## src/rtl/video_pkg.sv

```systemverilog
// Shared video constants: mode encodings, luma weights, Bayer table.
// Also the pixel bundle passed between pipeline stages.
package video_pkg;

   localparam logic [1:0] MODE_COLOR = 2'b00;
   localparam logic [1:0] MODE_GREEN = 2'b01;
   localparam logic [1:0] MODE_AMBER = 2'b10;
   localparam logic [1:0] MODE_WHITE = 2'b11;

   localparam logic [7:0] LUMA_WR = 8'd54;
   localparam logic [7:0] LUMA_WG = 8'd183;
   localparam logic [7:0] LUMA_WB = 8'd19;

   localparam logic [3:0] BAYER [16] = '{
      4'd0,  4'd8,  4'd2,  4'd10,
      4'd12, 4'd4,  4'd14, 4'd6,
      4'd3,  4'd11, 4'd1,  4'd9,
      4'd15, 4'd7,  4'd13, 4'd5
   };

   typedef struct packed {
      logic [5:0] r;
      logic [5:0] g;
      logic [5:0] b;
      logic       hs;
      logic       vs;
   } pix_t;

   // Constant weight, so this collapses to a plain shift-add tree.
   function automatic logic [13:0] mul_sa(
      input logic [5:0] v,
      input logic [7:0] w
   );
      logic [13:0] acc;
      acc = '0;
      for (int i = 0; i < 8; i++) begin
         if (w[i]) acc = acc + (14'(v) << i);
      end
      return acc;
   endfunction

   function automatic logic [2:0] bayer_thr(
      input logic [1:0] y,
      input logic [1:0] x
   );
      logic [3:0] m;
      m = BAYER[{y, x}];
      return m[3:1];
   endfunction

endpackage

```

## src/rtl/vga_mono_dither_if.sv

```systemverilog
// Video source / DAC pin bundle for the VGA output stage.
// slave = output stage, master = video source and pin observer.
interface vga_mono_dither_if;
   logic [5:0] r_in;
   logic [5:0] g_in;
   logic [5:0] b_in;
   logic       hsync_in;
   logic       vsync_in;
   logic [1:0] mode;
   logic       dither_en;
   logic [2:0] VGA_R;
   logic [2:0] VGA_G;
   logic [2:0] VGA_B;
   logic       VGA_HSYNC;
   logic       VGA_VSYNC;

   modport slave (
      input  r_in, g_in, b_in, hsync_in, vsync_in,
      input  mode, dither_en,
      output VGA_R, VGA_G, VGA_B, VGA_HSYNC, VGA_VSYNC
   );

   modport master (
      output r_in, g_in, b_in, hsync_in, vsync_in,
      output mode, dither_en,
      input  VGA_R, VGA_G, VGA_B, VGA_HSYNC, VGA_VSYNC
   );
endinterface

```

## src/rtl/vga_luma_weight.sv

```systemverilog
// Registered luma = (54r + 183g + 19b) >> 8 via shift-add.
// Weights sum to 256, so the 14-bit sum never overflows 6 bits.
module vga_luma_weight
   import video_pkg::*;
(
   input  logic       clk,
   input  logic       rst,
   input  logic [5:0] r,
   input  logic [5:0] g,
   input  logic [5:0] b,
   output logic [5:0] luma
);

   logic [13:0] sum;
   logic [5:0]  luma_d;
   logic [5:0]  luma_q;

   always_comb begin
      sum = mul_sa(r, LUMA_WR)
          + mul_sa(g, LUMA_WG)
          + mul_sa(b, LUMA_WB);
      luma_d = 6'(sum >> 8);
   end

   always_ff @(posedge clk) begin
      if (rst) luma_q <= '0;
      else     luma_q <= luma_d;
   end

   assign luma = luma_q;

endmodule

```

## src/rtl/vga_mono_dither.sv

```systemverilog
// Three-stage VGA output: luma, mode select, 6->3 bit reduce with
// optional 4x4 ordered dither. Syncs ride along unmodified.
module vga_mono_dither
   import video_pkg::*;
#(
   parameter bit SYNC_POL       = 1'b0,
   parameter bit DITHER_DEFAULT = 1'b1
) (
   input logic              clk_vga,
   input logic              rst,
   vga_mono_dither_if.slave vid
);

   localparam pix_t PIX_RST = '{
      r: '0, g: '0, b: '0, hs: ~SYNC_POL, vs: ~SYNC_POL
   };

   pix_t       s1_d, s1_q;
   pix_t       s2_d, s2_q;
   logic [5:0] luma1;
   logic [1:0] mode_d, mode_q;
   logic       dith_d, dith_q;
   logic       s2_dith_d, s2_dith_q;
   logic [2:0] r3_d, r3_q;
   logic [2:0] g3_d, g3_q;
   logic [2:0] b3_d, b3_q;
   logic       hs3_d, hs3_q;
   logic       vs3_d, vs3_q;
   logic [1:0] x_ph_d, x_ph_q;
   logic [1:0] y_ph_d, y_ph_q;
   logic       vs_edge1;
   logic       hs_edge3;
   logic       vs_edge3;
   logic [2:0] thr;

   function automatic logic act(input logic s);
      return s == SYNC_POL;
   endfunction

   function automatic logic [2:0] reduce(
      input logic [5:0] v,
      input logic       en,
      input logic [2:0] t
   );
      logic [6:0] s;
      s = {1'b0, v} + {4'b0, t};
      if (!en)      return v[5:3];
      else if (s[6]) return 3'd7;
      else          return s[5:3];
   endfunction

   vga_luma_weight u_luma (
      .clk  (clk_vga),
      .rst  (rst),
      .r    (vid.r_in),
      .g    (vid.g_in),
      .b    (vid.b_in),
      .luma (luma1)
   );

   // Mode/dither latch on the frame edge so a frame never tears.
   always_comb begin
      s1_d     = '{r: vid.r_in, g: vid.g_in, b: vid.b_in,
                   hs: vid.hsync_in, vs: vid.vsync_in};
      vs_edge1 = act(vid.vsync_in) & ~act(s1_q.vs);
      mode_d   = vs_edge1 ? vid.mode : mode_q;
      dith_d   = vs_edge1 ? vid.dither_en : dith_q;
   end

   always_comb begin
      s2_d      = s1_q;
      s2_dith_d = dith_q;
      unique case (mode_q)
         MODE_COLOR: begin
            s2_d.r = s1_q.r;
            s2_d.g = s1_q.g;
            s2_d.b = s1_q.b;
         end
         MODE_GREEN: begin
            s2_d.r = '0;
            s2_d.g = luma1;
            s2_d.b = '0;
         end
         MODE_AMBER: begin
            s2_d.r = luma1;
            s2_d.g = luma1 >> 1;
            s2_d.b = '0;
         end
         MODE_WHITE: begin
            s2_d.r = luma1;
            s2_d.g = luma1;
            s2_d.b = luma1;
         end
      endcase
   end

   // Phases index the pixel entering stage 3; sync edges reset them.
   always_comb begin
      thr      = bayer_thr(y_ph_q, x_ph_q);
      r3_d     = reduce(s2_q.r, s2_dith_q, thr);
      g3_d     = reduce(s2_q.g, s2_dith_q, thr);
      b3_d     = reduce(s2_q.b, s2_dith_q, thr);
      hs3_d    = s2_q.hs;
      vs3_d    = s2_q.vs;
      hs_edge3 = act(s2_q.hs) & ~act(hs3_q);
      vs_edge3 = act(s2_q.vs) & ~act(vs3_q);
      x_ph_d   = hs_edge3 ? 2'd0 : x_ph_q + 2'd1;
      if (vs_edge3)      y_ph_d = 2'd0;
      else if (hs_edge3) y_ph_d = y_ph_q + 2'd1;
      else               y_ph_d = y_ph_q;
   end

   always_ff @(posedge clk_vga) begin
      if (rst) begin
         s1_q      <= PIX_RST;
         s2_q      <= PIX_RST;
         mode_q    <= MODE_COLOR;
         dith_q    <= DITHER_DEFAULT;
         s2_dith_q <= DITHER_DEFAULT;
         r3_q      <= '0;
         g3_q      <= '0;
         b3_q      <= '0;
         hs3_q     <= ~SYNC_POL;
         vs3_q     <= ~SYNC_POL;
         x_ph_q    <= '0;
         y_ph_q    <= '0;
      end else begin
         s1_q      <= s1_d;
         s2_q      <= s2_d;
         mode_q    <= mode_d;
         dith_q    <= dith_d;
         s2_dith_q <= s2_dith_d;
         r3_q      <= r3_d;
         g3_q      <= g3_d;
         b3_q      <= b3_d;
         hs3_q     <= hs3_d;
         vs3_q     <= vs3_d;
         x_ph_q    <= x_ph_d;
         y_ph_q    <= y_ph_d;
      end
   end

   assign vid.VGA_R     = r3_q;
   assign vid.VGA_G     = g3_q;
   assign vid.VGA_B     = b3_q;
   assign vid.VGA_HSYNC = hs3_q;
   assign vid.VGA_VSYNC = vs3_q;

endmodule

```

## src/flat_wrapper.sv

```systemverilog
// flat-port wrapper written by rule: the top's interface ports become plain ports
module vga_mono_dither_flat import video_pkg::*;
#(
   parameter bit SYNC_POL       = 1'b0,
   parameter bit DITHER_DEFAULT = 1'b1
)
  (clk_vga, rst, vid_r_in, vid_g_in, vid_b_in, vid_hsync_in, vid_vsync_in, vid_mode, vid_dither_en, vid_VGA_R, vid_VGA_G, vid_VGA_B, vid_VGA_HSYNC, vid_VGA_VSYNC);
  vga_mono_dither_if vid_i ();
  input logic clk_vga;
  input logic rst;
  input wire logic [$bits(vid_i.r_in)-1:0] vid_r_in;
  input wire logic [$bits(vid_i.g_in)-1:0] vid_g_in;
  input wire logic [$bits(vid_i.b_in)-1:0] vid_b_in;
  input wire logic [$bits(vid_i.hsync_in)-1:0] vid_hsync_in;
  input wire logic [$bits(vid_i.vsync_in)-1:0] vid_vsync_in;
  input wire logic [$bits(vid_i.mode)-1:0] vid_mode;
  input wire logic [$bits(vid_i.dither_en)-1:0] vid_dither_en;
  output wire logic [$bits(vid_i.VGA_R)-1:0] vid_VGA_R;
  output wire logic [$bits(vid_i.VGA_G)-1:0] vid_VGA_G;
  output wire logic [$bits(vid_i.VGA_B)-1:0] vid_VGA_B;
  output wire logic [$bits(vid_i.VGA_HSYNC)-1:0] vid_VGA_HSYNC;
  output wire logic [$bits(vid_i.VGA_VSYNC)-1:0] vid_VGA_VSYNC;
  assign vid_i.r_in = vid_r_in;
  assign vid_i.g_in = vid_g_in;
  assign vid_i.b_in = vid_b_in;
  assign vid_i.hsync_in = vid_hsync_in;
  assign vid_i.vsync_in = vid_vsync_in;
  assign vid_i.mode = vid_mode;
  assign vid_i.dither_en = vid_dither_en;
  assign vid_VGA_R = vid_i.VGA_R;
  assign vid_VGA_G = vid_i.VGA_G;
  assign vid_VGA_B = vid_i.VGA_B;
  assign vid_VGA_HSYNC = vid_i.VGA_HSYNC;
  assign vid_VGA_VSYNC = vid_i.VGA_VSYNC;
  vga_mono_dither #(.SYNC_POL(SYNC_POL), .DITHER_DEFAULT(DITHER_DEFAULT)) u_core (.clk_vga(clk_vga), .rst(rst), .vid(vid_i));
endmodule
```

## config.mk

```make
export PLATFORM = sky130hd
export DESIGN_NAME = vga_mono_dither_flat
export DESIGN_NICKNAME = d
export VERILOG_FILES = /design/src/rtl/video_pkg.sv /design/src/rtl/vga_mono_dither_if.sv /design/src/rtl/vga_luma_weight.sv /design/src/rtl/vga_mono_dither.sv /design/src/flat_wrapper.sv
export SDC_FILE = /design/constraint.sdc
export NUM_CORES = 1
export LEC_CHECK = 0
export ABC_AREA = 1
export BUFFER_PORTS_ARGS = -buffer_cell sky130_fd_sc_hd__buf_2
export CAP_MARGIN = 20
export CORE_UTILIZATION = 45
export CTS_CLUSTER_DIAMETER = 100
export DETAILED_ROUTE_END_ITERATION = 7
export GPL_ROUTABILITY_DRIVEN = 0
export PLACE_DENSITY = 0.72
export SYNTH_ARGS = -nofsm -noshare
export SYNTH_HDL_FRONTEND = slang
export SYNTH_SLANG_ARGS = --single-unit
```

## constraint.sdc

```tcl
create_clock -name clk_vga -period 5.95 [get_ports clk_vga]
set_clock_uncertainty 0.1 [all_clocks]
set_input_delay 0 -clock clk_vga [delete_from_list [all_inputs] [get_ports clk_vga]]
set_output_delay 0 -clock clk_vga [all_outputs]
set_load 0.05 [all_outputs]
```

# Yosys cells after proc, flatten, opt, wreduce, memory -nomap -nowiden
# Memory sizes are Yosys's and may differ from the RTL's.
# Cells that the tools add are included.
[totals]
ff_bits = 65
rom_bits = 64
word_cells = 62
in_bits = 25
output_inout_bits = 11
mem_count = 1
[memory_table]
columns = ["name", "words", "word_bits", "rd", "rd_clocked_by_memory_dff", "write_ports", "line", "text"]
rows = [
  ["(name not given)", 16, 4, 1, 0, 0, "video_pkg.sv:47", "m = BAYER[{y, x}];"],
]
[classes]
mux = 9
eq_ne = 3
n_lt_le_gt_ge = 1
n_reduce_logical = 3
bitwise_logic = 7
n_addsub = 17
[op_table]
columns = ["cell", "n"]
rows = [
  ["$pmux W18 S4", 1],
  ["$add A9 B10 Y11", 2],
  ["$add A6 B3 Y7", 3],
  ["$mux W3", 6],
  ["$add A6 B7 Y8", 2],
  ["$add A12 B14 Y14", 1],
  ["$add A14 B10 Y14", 1],
  ["$add A14 B11 Y14", 1],
  ["$add A14 B13 Y14", 1],
  ["$add A14 B14 Y14", 1],
  ["$add A11 B11 Y12", 1],
  ["$add A7 B8 Y9", 1],
  ["$add A8 B8 Y9", 1],
  ["$mux W4", 2],
  ["$ge A5 B5 Y1 const B", 1],
  ["$not A4 Y5", 1],
  ["$add A2 B1 Y2 const B", 2],
  ["$eq A2 B2 Y1 const B", 2],
  ["$reduce_or A2 Y1", 2],
  ["$and A1 B1 Y1", 3],
  ["$not A1 Y1", 3],
  ["$eq A2 B1 Y1 const B", 1],
  ["$logic_not A2 Y1", 1],
]

# Longest topological paths before layout
[depth]
word_depth = 7
ltp_mapped = 27

# Cells and area by module
# A second synthesis with hierarchy kept.
[hier_totals]
hier_cells = 577
hier_area_um2 = 4843.4
[modules_own_cells]
columns = ["mod", "cells_each", "seq_area_each_um2", "n_inst", "area_per_inst_um2"]
rows = [
  ["vga_luma_weight", 293, 120.1, 1, 2519.9],
  ["vga_mono_dither", 284, 1181.1, 1, 2323.5],
]

# Worst setup path after synthesis
# Ideal clock, no wire load.
[synth_timing]
kind = "input to register"
start = "input vid_g_in[3]"
end = "register u_core.u_luma.luma_q[5], in the netlist u_core.u_luma.luma[5]"
path_stages = 25
arrival_time_ns = 5.103
path_slack_ns = 0.634
n_path_buf = 0
path_cell_list = "inv_1 fa_1 fa_1 inv_1 ha_1 a21oi_1 o221ai_1 xor2_1 inv_1 fa_1 inv_1 fa_1 inv_1 fa_1 inv_1 fa_1 inv_1 ha_1 nand2_1 o21ai_0 nand2_1 nand3_1 nand2_1 nand2_1 nor2_1"
[synth_between]
elab_chain_cells = 7
[synth_lines]
columns = ["item", "line", "text"]
rows = [
  ["start, declared", "flat_wrapper.sv:12", "input wire logic [$bits(vid_i.g_in)-1:0] vid_g_in;"],
  ["$add A6 B7 Y8", "video_pkg.sv:37", "if (w[i]) acc = acc + (14'(v) << i);"],
  ["$add A8 B8 Y9", "video_pkg.sv:37", ""],
  ["$add A9 B10 Y11", "video_pkg.sv:37", ""],
  ["$add A14 B11 Y14", "video_pkg.sv:37", ""],
  ["$add A14 B13 Y14 *", "video_pkg.sv:37", ""],
  ["$add A12 B14 Y14 *", "vga_luma_weight.sv:20", "+ mul_sa(g, LUMA_WG)"],
  ["$add A14 B14 Y14 *", "vga_luma_weight.sv:21", "+ mul_sa(b, LUMA_WB);"],
  ["end signal, assigned", "vga_luma_weight.sv:27", "else luma_q <= luma_d;"],
  ["end, declared", "vga_luma_weight.sv:16", "logic [5:0] luma_q;"],
]
# Mark *: on every way between the ends. The rest lies on a longest branch, timed or not.
# A chain may end at the register's enable or synchronous reset.

# Worst setup path in the final report
[layout_timing]
start = "input vid_g_in[5]"
end = "register u_core.u_luma.luma_q[1], in the netlist u_core.u_luma.luma[1]"
[layout_between]
elab_chain_cells = 7
[layout_lines]
columns = ["item", "line"]
rows = [
  ["$add A6 B7 Y8", "video_pkg.sv:37"],
  ["$add A8 B8 Y9", "video_pkg.sv:37"],
  ["$add A9 B10 Y11 *", "video_pkg.sv:37"],
  ["$add A14 B11 Y14 *", "video_pkg.sv:37"],
  ["$add A14 B13 Y14 *", "video_pkg.sv:37"],
  ["$add A12 B14 Y14 *", "vga_luma_weight.sv:20"],
  ["$add A14 B14 Y14 *", "vga_luma_weight.sv:21"],
]
# Marks and branches as above.

==> out/results.ini <==
[route]
ant_nets = 0
drtPass1Iterations = 4
post_drt_via_cell_ratio = 4.81
num_vias = 3435
drc = 0
drtIter0Drc = 197
finalWirelength_mm = 8.87
routedWlPerCell_um = 12.4

[placement]
placedCellCount = 677
portBuffers = 35
dpl.hpwl_mm = 7.11
dp_slack_ns = 0.129

[floorplan]
die_h_um = 101
coreArea_um2 = 9420
ios = 36
fp-row-count = 35
start_util = 0.473
die_x_um = 101
design.die.area_um2 = 10300

[timing]
worst_slew_pin_slew_ns = 0.742
final.period_utilization = 0.943
min_period_ns = 5.61
final-hold-violation-count = 0
fmax_mhz = 178
fin_ws_ns = 0.338
setup_viol = 0
rsz0062_at_grt = no
finalMaxSlewViolations = 0
setup-tns-final_ns = 0
relSlewSlack = 0.505

[worst_setup_path]
cp_max_fo = 5
required_ns = 6.06
end_kind = flip-flop
start_kind = primary input
critPathKind = in -> reg
cp_slowest_cell = fa_1
path_delay_family = adder cells
crit_path_max_incr_delay_ns = 0.54
crit_arrival_ns = 5.73
crit_top_cell = inv_1
crit_buf_inv = 9

[grt]
overflow = 0
grt_pass1_wl_mm = 15.3
track_usage = 0.191
grt_pass1_vias = 3505
grt_max_degree = 43
antenna_found_initial = 0

[power_and_ir_drop]
p_int_w = 0.00149
p_comb_frac = 0.704
irDropWorstVdd_v = 0.000386
clock_power_share = 0.115
power_w = 0.00285
p_leak_nw = 2.62
p_per_area_nw_per_um2 = 554
power.switching_w = 0.00136
p_sw_frac = 0.476
seqPwrFrac = 0.181

[clock_tree]
worstSkewPairLatency_ns = 0.32
clock_sinks = 65
clkTransAtPathRegs_ns = 0.07
cts_buffers = 9
cts-root-buf = clkbuf_8
cts_tree = yes
clockBufferDepth = 2
htree_levels = 3

[run_status]
status = completed

[synthesis]
ys_ff_latch = 65
synth_top_area_frac = 0.292
ys_types = 29
synth_nets = 639
seq_area_frac_synth = 0.292
synth_cells = 524
syn_area_um2 = 4450
syn_avg_cell_area_um2 = 8.50
ys_top_cells_by_area = dfxtp_1 (29%), fa_1 (21%), ha_1 (12%)
ys_warn_count = 0
post-synth-top-area-cell = dfxtp_1

[run]
max_cap_viol_count = 0

[layout]
antenna_cells = 0
nNetsFinal = 695
final_common_cell = inv_1
layout-drive-gt1-share = 0.125
final_cells = 714
finish.utilization = 0.546
area_growth_pct = 15.5
layout_common_cells = inv_1 (108), nand2_1 (92), dfxtp_1 (65), nor2_1 (51), fa_1 (47)

[min_path]
hp-class = in -> reg

[power groups by stage]
stage	Clock [W]	Combinational (W)	Sequential, W
CTS	0.000337	0.00184	0.000515
detailed placement	0	0.00181	0.000525
finish	0.000328	0.00201	0.000516
floorplan	0	0.00144	0.000528
global placement	0	0.00176	0.000524
global route	0.000356	0.00233	0.000520
[flip-flops by register name (all words and copies together) (netlist names), 2 cells and up]
signal              flops
u_core.u_luma.luma      6
u_core.mode_q           2
u_core.s2_q            18
u_core.vid.VGA_B        3
u_core.x_ph_q           2
u_core.y_ph_q           2
u_core.s1_q            20
u_core.vid.VGA_G        3
u_core.vid.VGA_R        3
[cells in the mapped netlist]
| library cell | n |
|---|---|
| nor3_1 | 5 |
| nand4_1 | 8 |
| or2_2 | 4 |
| nor2_1 | 51 |
| clkbuf_8 | 1 |
| buf_4 | 2 |
| o21ai_0 | 6 |
| nand2_2 | 3 |
| a21o_2 | 1 |
| buf_2 | 3 |
| nor3b_1 | 2 |
| a21oi_1 | 39 |
| dfxtp_1 | 65 |
| ha_1 | 43 |
| o21ai_2 | 1 |
| a211oi_1 | 1 |
| nand2_1 | 92 |
| clkbuf_1 | 5 |
| xnor2_1 | 5 |
| o211ai_1 | 6 |
| xor2_1 | 8 |
| nand3_1 | 8 |
| inv_1 | 109 |
| nor2_4 | 1 |
| o221ai_1 | 1 |
| o21bai_1 | 2 |
| a21o_1 | 2 |
| nand3_2 | 3 |
| fa_1 | 47 |
[logic make-up (layout without fill, tap and decap cells)]
group                      after synthesis  in the layout  synth area share
and+or+nand+nor                        177            177             0.169
xor gates and xnor gates                13             13            0.0256
buffers and inverters                  120            181             0.106
DFF                                     65             65             0.292
adders and majority gates               90             90             0.332
AOI/OAI and AO/OA                       59             59            0.0750
[stage by stage]
stage	hold WS (ns)	instance area [um2]
2_1_floorplan	0.00381	4450
3_3_place_gp	0.0848	4730
3_5_place_dp	0.0895	4730
4_1_cts	0.00282	5090
5_1_grt	0.0204	5140
6_report	0.0179	5140
[worst min-delay path, stage by stage]
cell and delay [ns]:
buf_2 0.14, inv_1 0.17, nor2_1 0.07
[repair_timing]
action	4_1_cts	5_1_grt
gates resized for setup	0	7
hold buffers	18	0
setup buffers	0	3
setup endpoints to repair	0	4
endpoints found under the hold margin	18	0
[cell type report]
class | instances | area (um2)
Clock buffer | 11 | 151
Inverter | 109 | 413
Fill cell | 875 | 4270
Tap cell | 129 | 161
Clock inverter | 5 | 30.0
Timing Repair Buffer | 56 | 378
Multi-Input combinational cell | 339 | 2710
Sequential cell | 65 | 1300
[per-layer routing]
| metal | GRT usage | part of all wire | vias up |
|---|---|---|---|
| met1 | 0.236 | 0.45 | 1621 |
| met5 | 0 | 0 | - |
| met2 | 0.337 | 0.50 | 77 |
| li1 | - | - | 1721 |
| met3 | 0.0200 | 0.028 | 16 |
| met4 | 0.0858 | 0.020 | 0 |
[final timing paths]
kind / startpoint / slack, ns / endpoint / depth (start not counted)
worst max-delay path: vid_g_in[5] / 0.34 / u_core.u_luma.luma[1]$_SDFF_PP0_ / 25
worst min-delay path: vid_r_in[3] / 0.02 / u_core.s1_q[17]$_SDFF_PP0_ / 3
worst max register to register: u_core.y_ph_q[0]$_SDFFE_PP0P_ / 4.08 / u_core.vid.VGA_R[0]$_SDFF_PP0_ / 7
worst min register to register: u_core.s1_q[1]$_SDFF_PP1_ / 0.31 / u_core.hs3_d$_SDFF_PP1_ / 1
No activity file was read; power rests on OpenSTA's default activity.
